==> src/rtl/inst_fetch_bridge_if.sv <==
// ---------------------------------------------------------------------------
// inst_fetch_bridge_if
//   Instruction-memory read bus between the fetch bridge and the memory.
//   One request is handed over with a req/gnt handshake. The read data comes
//   back later on rvalid/rdata.
//
//   Signals
//     req     bridge -> mem   read request, held until granted
//     addr    bridge -> mem   read address, stable while req=1
//     gnt     mem -> bridge   request accepted in a cycle where req=1
//     rvalid  mem -> bridge   read data valid, at least 1 cycle after gnt
//     rdata   mem -> bridge   read data
//
//   Modports
//     master  the fetch bridge (issues reads)
//     slave   the instruction memory (answers reads)
// ---------------------------------------------------------------------------
interface inst_fetch_bridge_if #(
  parameter int ADDR_W = 32,
  parameter int DATA_W = 32
);

  logic              req;
  logic [ADDR_W-1:0] addr;
  logic              gnt;
  logic              rvalid;
  logic [DATA_W-1:0] rdata;

  modport master (
    output req,
    output addr,
    input  gnt,
    input  rvalid,
    input  rdata
  );

  modport slave (
    input  req,
    input  addr,
    output gnt,
    output rvalid,
    output rdata
  );

endinterface

==> src/rtl/inst_fetch_bridge.sv <==
// ---------------------------------------------------------------------------
// inst_fetch_bridge
//   Connects the core's single-cycle instruction port (rom_en/rom_addr/
//   rom_inst) to a variable-latency instruction memory bus. The bridge keeps
//   at most one read outstanding and a 1-entry fetch buffer. It raises
//   rom_stall until the instruction for rom_addr is in the buffer, so PC and
//   IF_ID hold while it waits. An optional watchdog replaces a hung fetch
//   with NOP_INST and sets a sticky error flag.
//
//   Parameters
//     ADDR_W    width of rom_addr / bus address
//     DATA_W    width of rom_inst / bus read data
//     NOP_INST  instruction returned on a miss or after a timeout
//     TIMEOUT   WAIT cycles allowed before the watchdog fires (0 = disabled)
//
//   Ports
//     clk        core clock
//     rst        synchronous reset, active-low (0 = reset)
//     rom_en     core fetch enable
//     rom_addr   core fetch address (the PC)
//     rom_inst   instruction for rom_addr, valid while rom_stall=0
//     rom_stall  1 = core must hold PC and IF_ID
//     fetch_err  sticky: watchdog fired; cleared only by reset
//     mem        instruction bus, master side
// ---------------------------------------------------------------------------
module inst_fetch_bridge #(
  parameter int                ADDR_W   = 32,
  parameter int                DATA_W   = 32,
  parameter logic [DATA_W-1:0] NOP_INST = '0,
  parameter int                TIMEOUT  = 64
) (
  input  logic                 clk,
  input  logic                 rst,
  input  logic                 rom_en,
  input  logic [ADDR_W-1:0]    rom_addr,
  output logic [DATA_W-1:0]    rom_inst,
  output logic                 rom_stall,
  output logic                 fetch_err,
  inst_fetch_bridge_if.master  mem
);

  // The watchdog counter only has to reach TIMEOUT-1, so this width never
  // wraps. It keeps one bit when the watchdog is disabled.
  localparam int CNT_W_RAW  = $clog2(TIMEOUT + 1);
  localparam int CNT_W      = (CNT_W_RAW < 1) ? 1 : CNT_W_RAW;
  localparam bit WDOG_EN    = (TIMEOUT != 0);
  localparam int CNT_LAST_I = (TIMEOUT > 0) ? (TIMEOUT - 1) : 0;
  localparam logic [CNT_W-1:0] CNT_LAST = CNT_W'(CNT_LAST_I);

  typedef enum logic [1:0] {
    S_IDLE,
    S_ISSUE,
    S_WAIT,
    S_DRAIN
  } state_t;

  state_t             state_q,    state_nxt;
  logic               req_q,      req_nxt;
  logic [ADDR_W-1:0]  addr_q,     addr_nxt;
  logic               buf_valid_q, buf_valid_nxt;
  logic [ADDR_W-1:0]  buf_addr_q, buf_addr_nxt;
  logic [DATA_W-1:0]  buf_data_q, buf_data_nxt;
  logic [CNT_W-1:0]   cnt_q,      cnt_nxt;
  logic               err_q,      err_nxt;
  logic               hit;

  // rst is included here so the core sees no stall and a NOP while the
  // bridge is held in reset, whatever the registers still contain.
  assign hit       = rst & rom_en & buf_valid_q & (buf_addr_q == rom_addr);
  assign rom_inst  = hit ? buf_data_q : NOP_INST;
  assign rom_stall = rst & rom_en & ~hit;
  assign fetch_err = err_q;

  assign mem.req   = req_q;
  assign mem.addr  = addr_q;

  // Next-state logic. The buffer is served combinationally in every state.
  // A new read is started only from IDLE, so an address change in the
  // middle of a fetch lets the old fetch finish into the buffer first. The
  // new address then misses and is fetched on the next pass through IDLE.
  always_comb begin
    state_nxt     = state_q;
    req_nxt       = req_q;
    addr_nxt      = addr_q;
    buf_valid_nxt = buf_valid_q;
    buf_addr_nxt  = buf_addr_q;
    buf_data_nxt  = buf_data_q;
    cnt_nxt       = cnt_q;
    err_nxt       = err_q;

    unique case (state_q)
      S_IDLE: begin
        if (rom_en && !hit) begin
          state_nxt = S_ISSUE;
          req_nxt   = 1'b1;
          addr_nxt  = rom_addr;
        end
      end

      S_ISSUE: begin
        if (mem.gnt) begin
          state_nxt = S_WAIT;
          req_nxt   = 1'b0;
          cnt_nxt   = '0;
        end
      end

      S_WAIT: begin
        if (mem.rvalid) begin
          state_nxt     = S_IDLE;
          buf_valid_nxt = 1'b1;
          buf_addr_nxt  = addr_q;
          buf_data_nxt  = mem.rdata;
        end else if (WDOG_EN && (cnt_q == CNT_LAST)) begin
          // Give up on this read and hand the core a NOP so it can move on.
          // The bus still owes one response, and DRAIN absorbs it.
          state_nxt     = S_DRAIN;
          buf_valid_nxt = 1'b1;
          buf_addr_nxt  = addr_q;
          buf_data_nxt  = NOP_INST;
          err_nxt       = 1'b1;
        end else begin
          cnt_nxt = cnt_q + CNT_W'(1);
        end
      end

      S_DRAIN: begin
        // The late response is dropped. A new read cannot start before it
        // arrives, so only one read is ever in flight.
        if (mem.rvalid) begin
          state_nxt = S_IDLE;
        end
      end

      default: begin
        state_nxt = S_IDLE;
        req_nxt   = 1'b0;
      end
    endcase
  end

  // Register update. Reset drops any fetch in flight. A response that
  // arrives afterwards finds the FSM in IDLE and is ignored there.
  always_ff @(posedge clk) begin
    if (!rst) begin
      state_q     <= S_IDLE;
      req_q       <= 1'b0;
      addr_q      <= '0;
      buf_valid_q <= 1'b0;
      buf_addr_q  <= '0;
      buf_data_q  <= NOP_INST;
      cnt_q       <= '0;
      err_q       <= 1'b0;
    end else begin
      state_q     <= state_nxt;
      req_q       <= req_nxt;
      addr_q      <= addr_nxt;
      buf_valid_q <= buf_valid_nxt;
      buf_addr_q  <= buf_addr_nxt;
      buf_data_q  <= buf_data_nxt;
      cnt_q       <= cnt_nxt;
      err_q       <= err_nxt;
    end
  end

endmodule

==> src/flat_wrapper.sv <==
// flat-port wrapper written by rule: the top's interface ports become plain ports
module inst_fetch_bridge_flat 
#(
  parameter int                ADDR_W   = 32,
  parameter int                DATA_W   = 32,
  parameter logic [DATA_W-1:0] NOP_INST = '0,
  parameter int                TIMEOUT  = 64
)
  (clk, rst, rom_en, rom_addr, rom_inst, rom_stall, fetch_err, mem_req, mem_addr, mem_gnt, mem_rvalid, mem_rdata);
  inst_fetch_bridge_if #(.ADDR_W(ADDR_W), .DATA_W(DATA_W)) mem_i ();
  input  logic clk;
  input  logic rst;
  input  logic rom_en;
  input  logic [ADDR_W-1:0] rom_addr;
  output logic [DATA_W-1:0] rom_inst;
  output logic rom_stall;
  output logic fetch_err;
  output wire logic [$bits(mem_i.req)-1:0] mem_req;
  output wire logic [$bits(mem_i.addr)-1:0] mem_addr;
  input wire logic [$bits(mem_i.gnt)-1:0] mem_gnt;
  input wire logic [$bits(mem_i.rvalid)-1:0] mem_rvalid;
  input wire logic [$bits(mem_i.rdata)-1:0] mem_rdata;
  assign mem_req = mem_i.req;
  assign mem_addr = mem_i.addr;
  assign mem_i.gnt = mem_gnt;
  assign mem_i.rvalid = mem_rvalid;
  assign mem_i.rdata = mem_rdata;
  inst_fetch_bridge #(.ADDR_W(ADDR_W), .DATA_W(DATA_W), .NOP_INST(NOP_INST), .TIMEOUT(TIMEOUT)) u_core (.clk(clk), .rst(rst), .rom_en(rom_en), .rom_addr(rom_addr), .rom_inst(rom_inst), .rom_stall(rom_stall), .fetch_err(fetch_err), .mem(mem_i));
endmodule
==> config.mk <==
export PLATFORM = sky130hd
export DESIGN_NAME = inst_fetch_bridge_flat
export DESIGN_NICKNAME = d
export VERILOG_FILES = /design/src/rtl/inst_fetch_bridge_if.sv /design/src/rtl/inst_fetch_bridge.sv /design/src/flat_wrapper.sv
export SDC_FILE = /design/constraint.sdc
export NUM_CORES = 1
export LEC_CHECK = 0
export CAP_MARGIN = 30
export CORE_MARGIN = 8
export CORE_UTILIZATION = 51
export DETAILED_ROUTE_END_ITERATION = 7
export PLACE_DENSITY = 0.82
export SYNTH_ARGS = -nofsm -noshare
export SYNTH_HDL_FRONTEND = slang
export SYNTH_SLANG_ARGS = --single-unit
==> constraint.sdc <==
create_clock -name clk -period 3.9 [get_ports clk]
set_input_delay 0.39 -clock clk [delete_from_list [all_inputs] [get_ports clk]]
set_output_delay 0.39 -clock clk [all_outputs]
set_load 0.01 [all_outputs]
======== Word-level counts from Yosys, hierarchy flattened ========
Cells that the tools add are included.
word-level totals
  flip-flop bits (word level) ............. 108
  input port bits ......................... 69
  output and inout port bits .............. 67
cells by class
  add/subtract/negate cells ............... 1
  equal/unequal tests ..................... 11
  muxes and demuxes ....................... 20
  bitwise gates (word level) .............. 6
  reduce and logical (&&, ||, !) cells .... 12
operators by type and width
  cell                 count
  $mux 32              5
  $eq 32x32->1         1
  $mux 7               3
  $pmux 7 s2           1
  $mux 2               5
  $ne 2x2->1 const B   4
  $pmux 2 s4           1
  $reduce_and 4->1     2
  $add 7x1->7 const B  1
  $eq 7x6->1 const B   1
  $reduce_and 3->1     2
  $reduce_bool 2->1    3
  $and 1x1->1          4
  $eq 2x2->1 const B   2
  $mux 1               4
  $reduce_and 2->1     2
  $ne 3x2->1 const B   1
  $eq 2x1->1 const B   1
  $logic_not 2->1      1
  $ne 2x1->1 const B   1
  $not 1->1            2
  $pmux 1 s2           1
  $logic_and 1x1->1    1
  $logic_not 1->1      1

======== Longest topological paths before layout ========
Gate-level depths: netlist of run 1.
  depth after elaboration ................. 7
  gate-level depth with buffers ........... 8
  mapped depth without buffers ............ 7

======== Worst setup path after synthesis of run 1 ========
OpenSTA, ideal clock, no wires.
  kind .................................... input-to-output
  start ................................... input rom_addr[3]
  end ..................................... output rom_inst[10]
  arrival time ............................ 1.485 ns
  required time ........................... 3.510 ns
  setup slack ............................. 2.025 ns
  stages on the path ...................... 7
  path buffers ............................ 2
  cell sequence ........................... xnor2_1 -> nand4_1 -> nor4_1 -> and3_1 -> buf_6 -> clkbuf_2 -> and2_1
on the way
  cells in the longest elaborated chain, start to end .. 3
RTL lines
  item                RTL line                 source
  start: declaration  flat_wrapper.sv:14       input logic [ADDR_W-1:0] rom_addr;
  $eq 32x32->1        inst_fetch_bridge.sv:69  assign hit = rst & rom_en & buf_valid_q & (buf_addr_q == rom_addr);
  $and 1x1->1         inst_fetch_bridge.sv:69
  $mux 32             inst_fetch_bridge.sv:70  assign rom_inst = hit ? buf_data_q : NOP_INST;
  end: declaration    flat_wrapper.sv:15       output logic [DATA_W-1:0] rom_inst;
No other way between the ends.

======== Final worst setup path of run 1 ========
  start ................................... input rom_addr[9]
  end ..................................... output rom_inst[17]
The elaborated chain is that of the path after synthesis.

==> results of run 1 <==
[cell usage in the layout (no fill, tap or decap), drive strengths merged]
master,n
a21oi,35
a22oi,32
a31oi,1
and2,34
and3,2
buf,7
clkbuf,10
clkdlybuf4s50,134
clkinv,1
clkinvlp,3
dfxtp,108
ha,1
inv,4
mux2i,33
nand2,133
nand2b,3
nand3,2
nand3b,1
nand4,10
nor2,51
nor2b,1
nor3,2
nor3b,1
nor4,2
o21a,1
o21ai,2
o31ai,1
xnor2,30
xor2,7
[metal layers]
layer	share of wire, %	up-vias	GRT usage (%)
met1	41	1836	21.32
met3	4.5	21	4.437
li1	-	1974	-
met5	0	-	0
met4	2.5	0	8.444
met2	52	85	34.22
[power by group through the flow]
stage / combinational (mW) / sequential [mW] / clock (mW)
after floorplan: 0.137 / 1.20 / 0
after global placement: 0.291 / 1.19 / 0
after detailed placement: 0.298 / 1.19 / 0
after CTS: 0.300 / 1.17 / 0.656
after global routing: 0.319 / 1.17 / 0.700
final: 0.297 / 1.17 / 0.644
[critical path, delay by kind of cell]
kind / cells / cell delay, ns
xor+xnor: 1 / 0.30
simple gates: 4 / 1.04
buf+inv: 3 / 1.30
[per-stage QoR]
step | power, mW | setup slack [ns]
2_1_floorplan | 1.337 | 2.025
3_3_place_gp | 1.481 | 0.5481
3_5_place_dp | 1.490 | 0.5294
4_1_cts | 2.123 | 0.4940
5_1_grt | 2.191 | 0.3417
6_report | 2.108 | 0.4795
[sequential cells by signal, indices dropped and copies added (netlist names)]
register,flops
u_core.buf_data_q,32
u_core.mem.req,1
u_core.cnt_q,7
u_core.fetch_err,1
u_core.state_q,2
u_core.buf_valid_q,1
u_core.buf_addr_q,32
u_core.mem.addr,32
[worst paths after layout]
| path | startpoint | slack (ns) | end |
|---|---|---|---|
| min | u_core.buf_addr_q[1] | 0.47 | u_core.buf_addr_q[1] |
| max | rom_addr[9] | 0.48 | rom_inst[17] |
| min reg2reg | u_core.buf_addr_q[1] | 0.47 | u_core.buf_addr_q[1] |
| max reg2reg | u_core.buf_addr_q[9] | 1.61 | u_core.mem.req |
[cell families after synthesis]
| logic type | count (synthesis) | synth area share, % |
|---|---|---|
| AND/OR/NAND/NOR | 242 | 23.63 |
| flip-flops | 108 | 46.94 |
| AO/OA/AOI/OAI | 72 | 10.08 |
| XOR/XNOR | 37 | 7.036 |
| buffers and inverters | 37 | 4.862 |
| multiplexers | 33 | 7.172 |
| adder cells (fa/ha/maj) | 1 | 0.2716 |
[area by class of cell]
class / instances / area (um2)
well taps: 108 / 135.1
inverters: 2 / 7.507
fillers: 712 / 2592
clock inverters: 6 / 47.55
multi-input cells: 385 / 2227
repair buffers: 141 / 1411
clock buffers: 10 / 137.6
flip-flops and latches: 108 / 2162
==> impl_metrics.ini, run 1 <==
[timing]
holdWs_ns = 0.4715
rsz0062_at_grt = no
setup_viol = 0
worst_pin_slew_ns = 0.7472
setup_tns_ns = 0
clock.fmax_ghz = 0.2924
min_period_ns = 3.420
min_period_over_period_pct = 87.70
hold_violations = 0
drv_slew = 0
relSlewSlack_pct = 50.18
fin_skew_ns = 0.01568

[worst_hold_path]
hold_path.class = register to register
min_path_cells = 2

[setup_path]
worstSetupStartpointType = primary input
rr_worst_depth = 7
cp_common_cell = clkdlybuf4s50_1
path_class = primary input to output pin
cp_slowest_cell = clkdlybuf4s50_1
required_ns = 3.51
worstSetupEndpointType = output pin
arrival_ns = 3.03
crit_fanout = 34
critPathMaxStageDelay_ns = 0.57
crit_chain = clkdlybuf4s50_1, xnor2_1, nand4_1, nor4_1, and3_1, buf_4, and2_1, clkdlybuf4s50_1

[die]
core_um2 = 8721
io_pins = 136
initial_core_util_pct = 52.81
dieArea_um2 = 12330
die_w_um = 111.0
die_y_um = 111.0
rows = 34

[global_route]
grt_pass1_wl_um = 19690
first_global_vias = 3988
antenna_found_initial = 0
grt_use_total_pct = 19.24
grt_max_degree = 70
overflow = 0

[logic_synthesis]
synth_commonest_cells = nand2_1 (133), dfxtp_1 (108), nor2_1 (48), a21oi_1 (35), and2_1 (34)
ys_warn_count = 0
syn_avg_cell_area_um2 = 8.690
yosysMostFrequentCell = nand2_1
syn-cell-area_um2 = 4606
syn-instance-count = 530
synth_edf_count = 0
ys_ff_latch = 108
async_flop_share_pct = 0
syn_nets = 600
synth_top_area_share_pct = 46.94
synth-main-ff-cell = dfxtp_1
synthTopCellsByArea = dfxtp_1 (47%), nand2_1 (11%), mux2i_1 (7.2%), xnor2_1 (5.7%), a22oi_1 (5.2%)
yosysTopAreaCell = dfxtp_1
synth-seq-area-share_pct = 46.94
synth_cell_types = 35

[placed_design]
post-dp-hpwl_um = 8664
place_area_um2 = 5943
routabilityCongestion = 0.8024
placed_cells = 744
portBuffers = 135

[run_status]
status = completed

[finish]
drive_gt1_share_pct = 4.755
final_util_pct = 70.27
finalNonFillerCells = 760
finish.net_count = 717
syn_to_final_growth_pct = 33.06
final_area_um2 = 6128
antenna_cells = 0

[clock_network]
clk_pin_slew_ns = 0.10
clk_latency_ns = 0.38
cts_made_buffers = 9
ctsHoldBuffers = 0
clkSinkCount = 108
cts_root_buffer = clkbuf_8
post_cts_buffers = 0
clk_path_buf_depth = 2
htree_levels = 3
cts_tree = yes
cts_resized = 0

[run]
maxCapViolations = 0

[power_and_ir_drop]
comb_power_share_pct = 14.1
p_seq_share_pct = 55.4
p_sw_mw = 0.5521
p_per_area_nw_per_um2 = 344.0
netSwitchingFraction_pct = 26.19
ir_drop_mv = 0.2030
p_int_mw = 1.556
p_clk_share_pct = 30.6
power_leakage_nw = 2.179

[detailed_routing]
vias = 3916
wl_per_cell_um = 16.01
initialDrtViolationCount = 183
totalWireLength_um = 12170
drc = 0
first_pass_iters = 4
ant_nets = 0
vias_per_cell = 5.153
No activity file was read; power rests on OpenSTA's default activity.
==> inputs of run 2 (changes only) <==
Settings changed: CORE_ASPECT_RATIO set to 0.75, CORE_UTILIZATION 51 to 43, PLACE_DENSITY 0.82 to 0.74.
Clock period 3.9 ns to 2.81 ns, I/O delays scaled along.
==> impl_metrics.ini, run 2 (synthesized netlist as in run 1, its figures left out) <==
[placed_design]
post-dp-hpwl_um = 8988
portBuffers = 135
place_ws_ns = -0.2218
routabilityCongestion = 0.7624

[detailed_routing]
first_pass_iters = 4
totalWireLength_um = 12910
vias = 4015
ant_nets = 0
dr_wl_met2_um = 6028
drc = 0
highest_layer = met4
dr_wl_met3_um = 1068
initialDrtViolationCount = 269
vias_per_cell = 5.050
wl_met1_um = 5620
wl_per_cell_um = 16.23

[power_and_ir_drop]
power_leakage_nw = 2.445
p_per_area_nw_per_um2 = 517.2
ir_drop_mv = 0.2939

[timing]
relSlewSlack_pct = 51.06
min_period_over_period_pct = 95.38
clock.fmax_ghz = 0.3731
fin_skew_ns = 0.005879
setup_viol = 0
drv_slew = 0
min_period_ns = 2.680
holdWs_ns = 0.2819
fin_ws_ns = 0.1297
worst_pin_slew_ns = 0.7342
hold_violations = 0

[setup_path]
worstSetupStartpointType = register
arrival_ns = 2.40
crit_fanout = 17
worstSetupEndpointType = output pin
required_ns = 2.53
path_class = register to output pin

[global_route]
grt_use_total_pct = 17.74
overflow = 0
grt_pass1_wl_um = 20620
grt_max_degree = 70
antenna_found_initial = 0
first_global_vias = 4038

[clock_network]
htree_levels = 3
ctsHoldBuffers = 0
clkSinkCount = 108
cts_tree = yes
cts_made_buffers = 9
clk_path_buf_depth = 2
clk_pin_slew_ns = 0.07
cts_root_buffer = clkbuf_16
clk_latency_ns = 0.34
post_cts_buffers = 0

[finish]
final_common_cell = nand2_1
drive_gt1_share_pct = 6.373
syn_to_final_growth_pct = 38.14
antenna_cells = 0
multiInputGateArea_um2 = 2262
finish.net_count = 725
fillCellCount = 900
final_cell_mix = nand2_1 (133), dfxtp_1 (107), clkdlybuf4s50_1 (100)
seq_area_um2 = 2163

[die]
io_pins = 136
core_um2 = 10370
dieArea_um2 = 14310
die_y_um = 105.6
die_w_um = 135.5
initial_core_util_pct = 44.41
rows = 32

[run]
maxCapViolations = 0

[worst_hold_path]
hold_path.class = primary input to register

[run_status]
status = completed
## run 2: changes by cell type in the layout (fill, tap and decap cells not counted), moves of 5 or more
cell,previous run,this run
buf_4,5,11
clkdlybuf4s15_1,0,5
dlygate4sd2_1,0,28
clkdlybuf4s50_1,134,100
clkbuf_8,10,1
clkbuf_16,0,11
## run 2: final timing paths
kind,start,to,slack (ns),cells past startpoint
setup / recovery,u_core.buf_addr_q[7],rom_inst[18],0.13,8
hold / removal,rom_addr[7],u_core.mem.addr[7],0.28,3
setup reg to reg,u_core.buf_addr_q[7],u_core.mem.addr[27],0.41,9
hold reg to reg,u_core.buf_addr_q[19],u_core.buf_addr_q[19],0.47,2
## run 2: what timing repair did
item / in CTS / in global routing
setup endpoints to repair: 33 / 1
gates resized for setup: 35 / 11
pin swaps: 3 / 3
cloned: 0 / 2
hold endpoints to repair: 0 / 0
## run 2: metrics by stage
stage / instance area [um2] / TNS, ns / total power, mW / cells / utilization (%)
global route: 6362 / -0.00008504 / 3.423 / 795 / 61.35
CTS: 6281 / 0 / 3.322 / 793 / 60.57
floorplan: 4606 / 0 / 1.855 / 530 / -
detailed placement: 6016 / -6.653 / 2.074 / 778 / 58.01
finish: 6362 / 0 / 3.290 / 795 / 61.35
global placement: 6016 / -4.471 / 2.065 / 778 / 58.01
## run 2: where the power goes
| part | internal [mW] | total, mW | switching (mW) |
|---|---|---|---|
| registers | 1.58 | 1.62 | 0.0391 |
| logic | 0.227 | 0.418 | 0.192 |
| clock network | 0.709 | 1.25 | 0.541 |
## run 2: worst max-delay path, stage by stage, from the launching register on
cell and delay (ns):
dfxtp_2 0.33, xnor2_2 0.17, buf_4 0.15, nand4_1 0.20, nor4_4 0.35, and3_4 0.29, clkbuf_16 0.18, and2_1 0.12
dlygate4sd2_1 0.27
## run 2: final cells by class
cell class,instances,area share (%)
multi-input combinational,385,35.56
clock inverter,4,0.7866
timing repair buffer,149,23.05
inverter,2,0.1180
tap,136,2.675
clock buffer,11,3.815
sequential,108,34.00
## run 2: layer usage
metal  up-vias  global-route usage, %
met5         -                      0
met4         0                  4.190
met3        17                  6.120
met2       118                  28.78
met1      1888                  22.15
li1       1992                      -
